===== src/rtl/imm_instr_encoder.sv =====
// Packs an immediate plus register/opcode fields into an RV32I instruction word.
// Two-stage valid/ready pipeline with delivered-word and error-word counters.
module imm_instr_encoder #(
  parameter int unsigned CNT_W    = 16,
  parameter logic [31:0] NOP_WORD = 32'h00000013
) (
  input  logic             clk,
  input  logic             rst,
  input  logic             in_valid,
  output logic             in_ready,
  input  logic [2:0]       in_type,
  input  logic [31:0]      in_imm,
  input  logic [6:0]       in_opcode,
  input  logic [4:0]       in_rd,
  input  logic [4:0]       in_rs1,
  input  logic [4:0]       in_rs2,
  input  logic [2:0]       in_funct3,
  input  logic [6:0]       in_funct7,
  output logic             out_valid,
  input  logic             out_ready,
  output logic [31:0]      out_instr,
  output logic             out_err,
  input  logic             clr_cnt,
  output logic [CNT_W-1:0] enc_count,
  output logic [CNT_W-1:0] err_count
);

  localparam logic [2:0] TypeR = 3'd0;
  localparam logic [2:0] TypeI = 3'd1;
  localparam logic [2:0] TypeS = 3'd2;
  localparam logic [2:0] TypeB = 3'd3;
  localparam logic [2:0] TypeU = 3'd4;
  localparam logic [2:0] TypeJ = 3'd5;

  logic             s1_valid_q, s1_valid_d;
  logic [2:0]       s1_type_q, s1_type_d;
  logic [31:0]      s1_imm_q, s1_imm_d;
  logic [6:0]       s1_opcode_q, s1_opcode_d;
  logic [4:0]       s1_rd_q, s1_rd_d;
  logic [4:0]       s1_rs1_q, s1_rs1_d;
  logic [4:0]       s1_rs2_q, s1_rs2_d;
  logic [2:0]       s1_funct3_q, s1_funct3_d;
  logic [6:0]       s1_funct7_q, s1_funct7_d;

  logic             s2_valid_q, s2_valid_d;
  logic [31:0]      s2_instr_q, s2_instr_d;
  logic             s2_err_q, s2_err_d;

  logic [CNT_W-1:0] enc_count_q, enc_count_d;
  logic [CNT_W-1:0] err_count_q, err_count_d;

  logic             s2_load;
  logic             deliver;
  logic [31:0]      enc_word;
  logic             enc_bad;
  logic             fit_12, fit_13, fit_21;

  // Representable when the bits above the field's sign bit all match it.
  assign fit_12 = (&s1_imm_q[31:11]) | ~(|s1_imm_q[31:11]);
  assign fit_13 = (&s1_imm_q[31:12]) | ~(|s1_imm_q[31:12]);
  assign fit_21 = (&s1_imm_q[31:20]) | ~(|s1_imm_q[31:20]);

  always_comb begin
    enc_word = 32'h0;
    enc_bad  = 1'b0;
    case (s1_type_q)
      TypeR: enc_word = {s1_funct7_q, s1_rs2_q, s1_rs1_q, s1_funct3_q, s1_rd_q, s1_opcode_q};
      TypeI: begin
        enc_word = {s1_imm_q[11:0], s1_rs1_q, s1_funct3_q, s1_rd_q, s1_opcode_q};
        enc_bad  = ~fit_12;
      end
      TypeS: begin
        enc_word = {s1_imm_q[11:5], s1_rs2_q, s1_rs1_q, s1_funct3_q, s1_imm_q[4:0],
                    s1_opcode_q};
        enc_bad  = ~fit_12;
      end
      TypeB: begin
        enc_word = {s1_imm_q[12], s1_imm_q[10:5], s1_rs2_q, s1_rs1_q, s1_funct3_q,
                    s1_imm_q[4:1], s1_imm_q[11], s1_opcode_q};
        enc_bad  = ~fit_13 | s1_imm_q[0];
      end
      TypeU: begin
        enc_word = {s1_imm_q[31:12], s1_rd_q, s1_opcode_q};
        enc_bad  = |s1_imm_q[11:0];
      end
      TypeJ: begin
        enc_word = {s1_imm_q[20], s1_imm_q[10:1], s1_imm_q[11], s1_imm_q[19:12], s1_rd_q,
                    s1_opcode_q};
        enc_bad  = ~fit_21 | s1_imm_q[0];
      end
      default: enc_bad = 1'b1;
    endcase
  end

  assign s2_load  = ~s2_valid_q | out_ready;
  assign in_ready = ~s1_valid_q | s2_load;
  assign deliver  = s2_valid_q & out_ready;

  always_comb begin
    s1_valid_d  = s1_valid_q;
    s1_type_d   = s1_type_q;
    s1_imm_d    = s1_imm_q;
    s1_opcode_d = s1_opcode_q;
    s1_rd_d     = s1_rd_q;
    s1_rs1_d    = s1_rs1_q;
    s1_rs2_d    = s1_rs2_q;
    s1_funct3_d = s1_funct3_q;
    s1_funct7_d = s1_funct7_q;
    if (in_ready) begin
      s1_valid_d = in_valid;
      if (in_valid) begin
        s1_type_d   = in_type;
        s1_imm_d    = in_imm;
        s1_opcode_d = in_opcode;
        s1_rd_d     = in_rd;
        s1_rs1_d    = in_rs1;
        s1_rs2_d    = in_rs2;
        s1_funct3_d = in_funct3;
        s1_funct7_d = in_funct7;
      end
    end

    s2_valid_d = s2_valid_q;
    s2_instr_d = s2_instr_q;
    s2_err_d   = s2_err_q;
    if (s2_load) begin
      s2_valid_d = s1_valid_q;
      if (s1_valid_q) begin
        s2_instr_d = enc_bad ? NOP_WORD : enc_word;
        s2_err_d   = enc_bad;
      end
    end

    enc_count_d = enc_count_q;
    err_count_d = err_count_q;
    if (clr_cnt) begin
      enc_count_d = '0;
      err_count_d = '0;
    end else if (deliver) begin
      enc_count_d = enc_count_q + 1'b1;
      if (s2_err_q) err_count_d = err_count_q + 1'b1;
    end
  end

  always_ff @(posedge clk) begin
    if (rst) begin
      s1_valid_q  <= 1'b0;
      s1_type_q   <= '0;
      s1_imm_q    <= '0;
      s1_opcode_q <= '0;
      s1_rd_q     <= '0;
      s1_rs1_q    <= '0;
      s1_rs2_q    <= '0;
      s1_funct3_q <= '0;
      s1_funct7_q <= '0;
      s2_valid_q  <= 1'b0;
      s2_instr_q  <= '0;
      s2_err_q    <= 1'b0;
      enc_count_q <= '0;
      err_count_q <= '0;
    end else begin
      s1_valid_q  <= s1_valid_d;
      s1_type_q   <= s1_type_d;
      s1_imm_q    <= s1_imm_d;
      s1_opcode_q <= s1_opcode_d;
      s1_rd_q     <= s1_rd_d;
      s1_rs1_q    <= s1_rs1_d;
      s1_rs2_q    <= s1_rs2_d;
      s1_funct3_q <= s1_funct3_d;
      s1_funct7_q <= s1_funct7_d;
      s2_valid_q  <= s2_valid_d;
      s2_instr_q  <= s2_instr_d;
      s2_err_q    <= s2_err_d;
      enc_count_q <= enc_count_d;
      err_count_q <= err_count_d;
    end
  end

  assign out_valid = s2_valid_q;
  assign out_instr = s2_instr_q;
  assign out_err   = s2_err_q;
  assign enc_count = enc_count_q;
  assign err_count = err_count_q;

endmodule


===== config.mk =====
export PLATFORM = sky130hd
export DESIGN_NAME = imm_instr_encoder
export DESIGN_NICKNAME = d
export VERILOG_FILES = /design/src/rtl/imm_instr_encoder.sv
export SDC_FILE = /design/constraint.sdc
export NUM_CORES = 1
export LEC_CHECK = 0
export ABC_AREA = 1
export BUFFER_PORTS_ARGS = -buffer_cell sky130_fd_sc_hd__buf_4
export CAP_MARGIN = 10
export CELL_PAD_IN_SITES_DETAIL_PLACEMENT = 1
export CELL_PAD_IN_SITES_GLOBAL_PLACEMENT = 1
export CORE_ASPECT_RATIO = 1.25
export CORE_UTILIZATION = 38
export CTS_CLUSTER_SIZE = 25
export DETAILED_ROUTE_END_ITERATION = 10
export PLACE_DENSITY_LB_ADDON = 0.08
export SLEW_MARGIN = 20
export SYNTH_ARGS = -nofsm -noshare
export SYNTH_HDL_FRONTEND = slang
export SYNTH_SLANG_ARGS = --single-unit

===== constraint.sdc =====
create_clock -name clk -period 4.18 [get_ports clk]
set_input_delay 0.418 -clock clk [delete_from_list [all_inputs] [get_ports clk]]
set_output_delay 0.418 -clock clk [all_outputs]
set_load 0.1 [all_outputs]

==> results.ini <==
[setup_path]
crit_type = register to register
crit_slowest_cell = dfxtp_1
critical_path_buf_inv_count = 3
slowest_delay_ps = 620
path_delay_family = simple AND/OR/NAND/NOR gates
critPathLaunchType = register
cp-end-kind = register
required_ps = 4490
rrSetupSlack_ps = 1970
r2r_end = out_instr[2]
critPathMaxFanout = 26
crit_chain = inv_2 -> nor2_2 -> a21oi_1 -> nand2_2 -> inv_4 -> nand2_1 -> nand2_1 -> inv_2 -> nor2_1
reg2reg_depth = 9
worst_ep_arrival_time_ps = 2520
reg2reg_from = s1_type_q[2]

[floorplan]
initial_utilization = 0.392
fp.dieArea_um2 = 16000
core_um2 = 15100
dieWidth_um = 113
die_h_um = 141
boundaryPins = 139
num_rows = 50

[synth]
synth.net_count = 907
syn-instance-count = 833
ys_seq_elements = 134
syn_area_per_cell_um2 = 7.09
ys_types = 41
seq_area_frac_synth = 0.454
ys_warn_count = 0
syn-cell-area_um2 = 5900

[min_path]
whs_path_depth = 3
hp-class = input port to register
min_to = s1_imm_q[13]
min-delay-start = in_imm[13]

[timing]
post-route-period-util = 0.529
fin_skew_ps = 7.22
max-slew-margin-rel = 0.333
rsz0062_at_grt = false
setup_tns_ps = 0
worst_pin_slew_ps = 999
final_max_slew_viol_count = 0
hold_violations = 0
finalSetupViolations = 0
fmax_ghz = 0.453
timing.hold.ws_ps = 240
fin_crit_ps = 2210
fin_ws_ps = 1970

[drt]
wire_per_inst_um = 15.4
drc = 0
drtIter0Drc = 244
firstDrtPassIters = 4
routed_wl_mm = 18.1
route.vias.total = 5822
postRouteAntennaNets = 0
vias_per_cell = 4.95

[power]
power.total_uw = 3320
peakVddDrop_mv = 0.254
power.leakage_uw = 0.00324
powerDensity_nw_per_um2 = 435

[global_routing]
grt_max_degree = 81
gr-total-overflow = 0
grt_pass1_wl_mm = 29.5
grt_pass1_vias = 6048
antenna_found_initial = 0
grtUsageTotal = 0.237

[clock_network]
hold_buffers = 0
cts_setup_buffers = 0
htreeDepth = 4
clk_latency_ps = 430
cts_tree = built
post_cts_resized = 0
cts.sinks = 134
cts_made_buffers = 17
path_clk_slew_ps = 60
cts_buffer_depth = 2
cts-root-buf = clkbuf_16

[final_layout]
multi_input_area_um2 = 2820
stdcell_count = 1175
n_antenna_cell = 0
seq_area_um2 = 2680
layout.nets = 1028
syn_to_final_growth_pct = 29.1
fillers = 1975
layout-drive-gt1-share = 0.217

[placed_design]
gp_congestion = 0.838
dp_slack_ps = 1940
port_buffers = 138
hpwl_mm = 13.5
dp.cells = 1143

[run_status]
outcome = completed

[flow_run]
cap_violations = 0

## cell usage in the layout (no fill, tap or decap), types with 3 or more instances in the layout
master	count
dfxtp_1	134
clkbuf_8	7
nor3_1	9
or2_2	3
inv_2	8
nand3b_1	10
nor2_1	190
clkinv_2	4
clkbuf_16	17
inv_1	45
a211oi_1	7
o21ai_0	89
o21a_1	4
a21oi_1	70
nand2_2	6
nand2_1	146
nor2_2	5
buf_4	141
nand3_1	33
nor2_4	6
o211ai_1	4
## area by class of cell
cell class	instances	share of cell area
Clock buffer	25	0.0689
Clock inverter	7	0.00870
Inverter	55	0.0274
Multi-Input combinational cell	605	0.370
Sequential cell	134	0.352
Tap cell	208	0.0341
Timing Repair Buffer	141	0.139
## sequential cells by signal, indices dropped and copies added, names as in the netlist, 3 cells and up
register,flops
out_instr,32
s1_rs2_q,5
s1_rd_q,5
err_count,16
s1_opcode_q,7
enc_count,16
s1_rs1_q,5
s1_type_q,3
s1_funct3_q,3
s1_funct7_q,7
s1_imm_q,32
## synth_stat cells, drive strengths merged
library cell  number  area, µm²
nand3b            10       75.1
o21ai             90        450
buf               16        106
o21a               4       30.0
clkbuf            23       86.3
o22ai              1       6.26
or2                4       25.0
clkinv             1       3.75
a31oi              1       6.26
a21o               1       7.51
nand4              3       25.0
nor3b              2       15.0
a211oi             8       65.1
o211ai             4       30.0
nor3              11       65.1
dfxtp            134       2680
nand2            153        594
xor2               2       17.5
a21oi             71        359
nor2             201        812
ha                 2       25.0
and3               2       17.5
nand3             35        193
inv               54        205
## per-layer routing
layer	track usage	up-vias	wire, µm
met5	0	-	0
met4	0.0796	0	311
met3	0.0568	22	663
met2	0.454	120	9910
met1	0.251	2733	7240
li1	-	2947	-
## worst max-delay path by stage
stage / start / endpoint / slack (ps) / cells past startpoint
global placement: out_ready / out_instr[12] / 2050 / 9
floorplan: out_valid / s1_valid_q / 1010 / 4
detailed placement: out_ready / out_instr[11] / 1940 / 9
CTS: s1_type_q[2] / out_instr[2] / 2010 / 9
global route: s1_type_q[2] / out_instr[3] / 1740 / 9
finish: s1_type_q[2] / out_instr[2] / 1970 / 9
## report_power, final
group	switching [µW]	internal, µW	total [µW]
sequential	56.7	1340	1400
combinational	301	137	438
clock	557	925	1480
## worst register-to-register path, stage by stage, from the launching register on
cell and delay (ps):
dfxtp_1 620, inv_2 220, nor2_2 470, a21oi_1 160
nand2_2 110, inv_4 110, nand2_1 150, nand2_1 110
inv_2 90, nor2_1 40
## cells by family after synthesis
group,share of synthesized area
xor+xnor,0.00297
flops,0.454
simple gates,0.309
fa+ha+maj,0.00424
buf+inv,0.0680
compound gates,0.162
## per-stage QoR
| stage | utilization | area [µm²] |
|---|---|---|
| detailed placement | 0.466 | 7030 |
| finish | 0.506 | 7620 |
| floorplan | - | 5900 |
| CTS | 0.506 | 7620 |
| global route | 0.506 | 7620 |
| global placement | 0.466 | 7030 |
No activity file was read; power rests on OpenSTA's default activity.
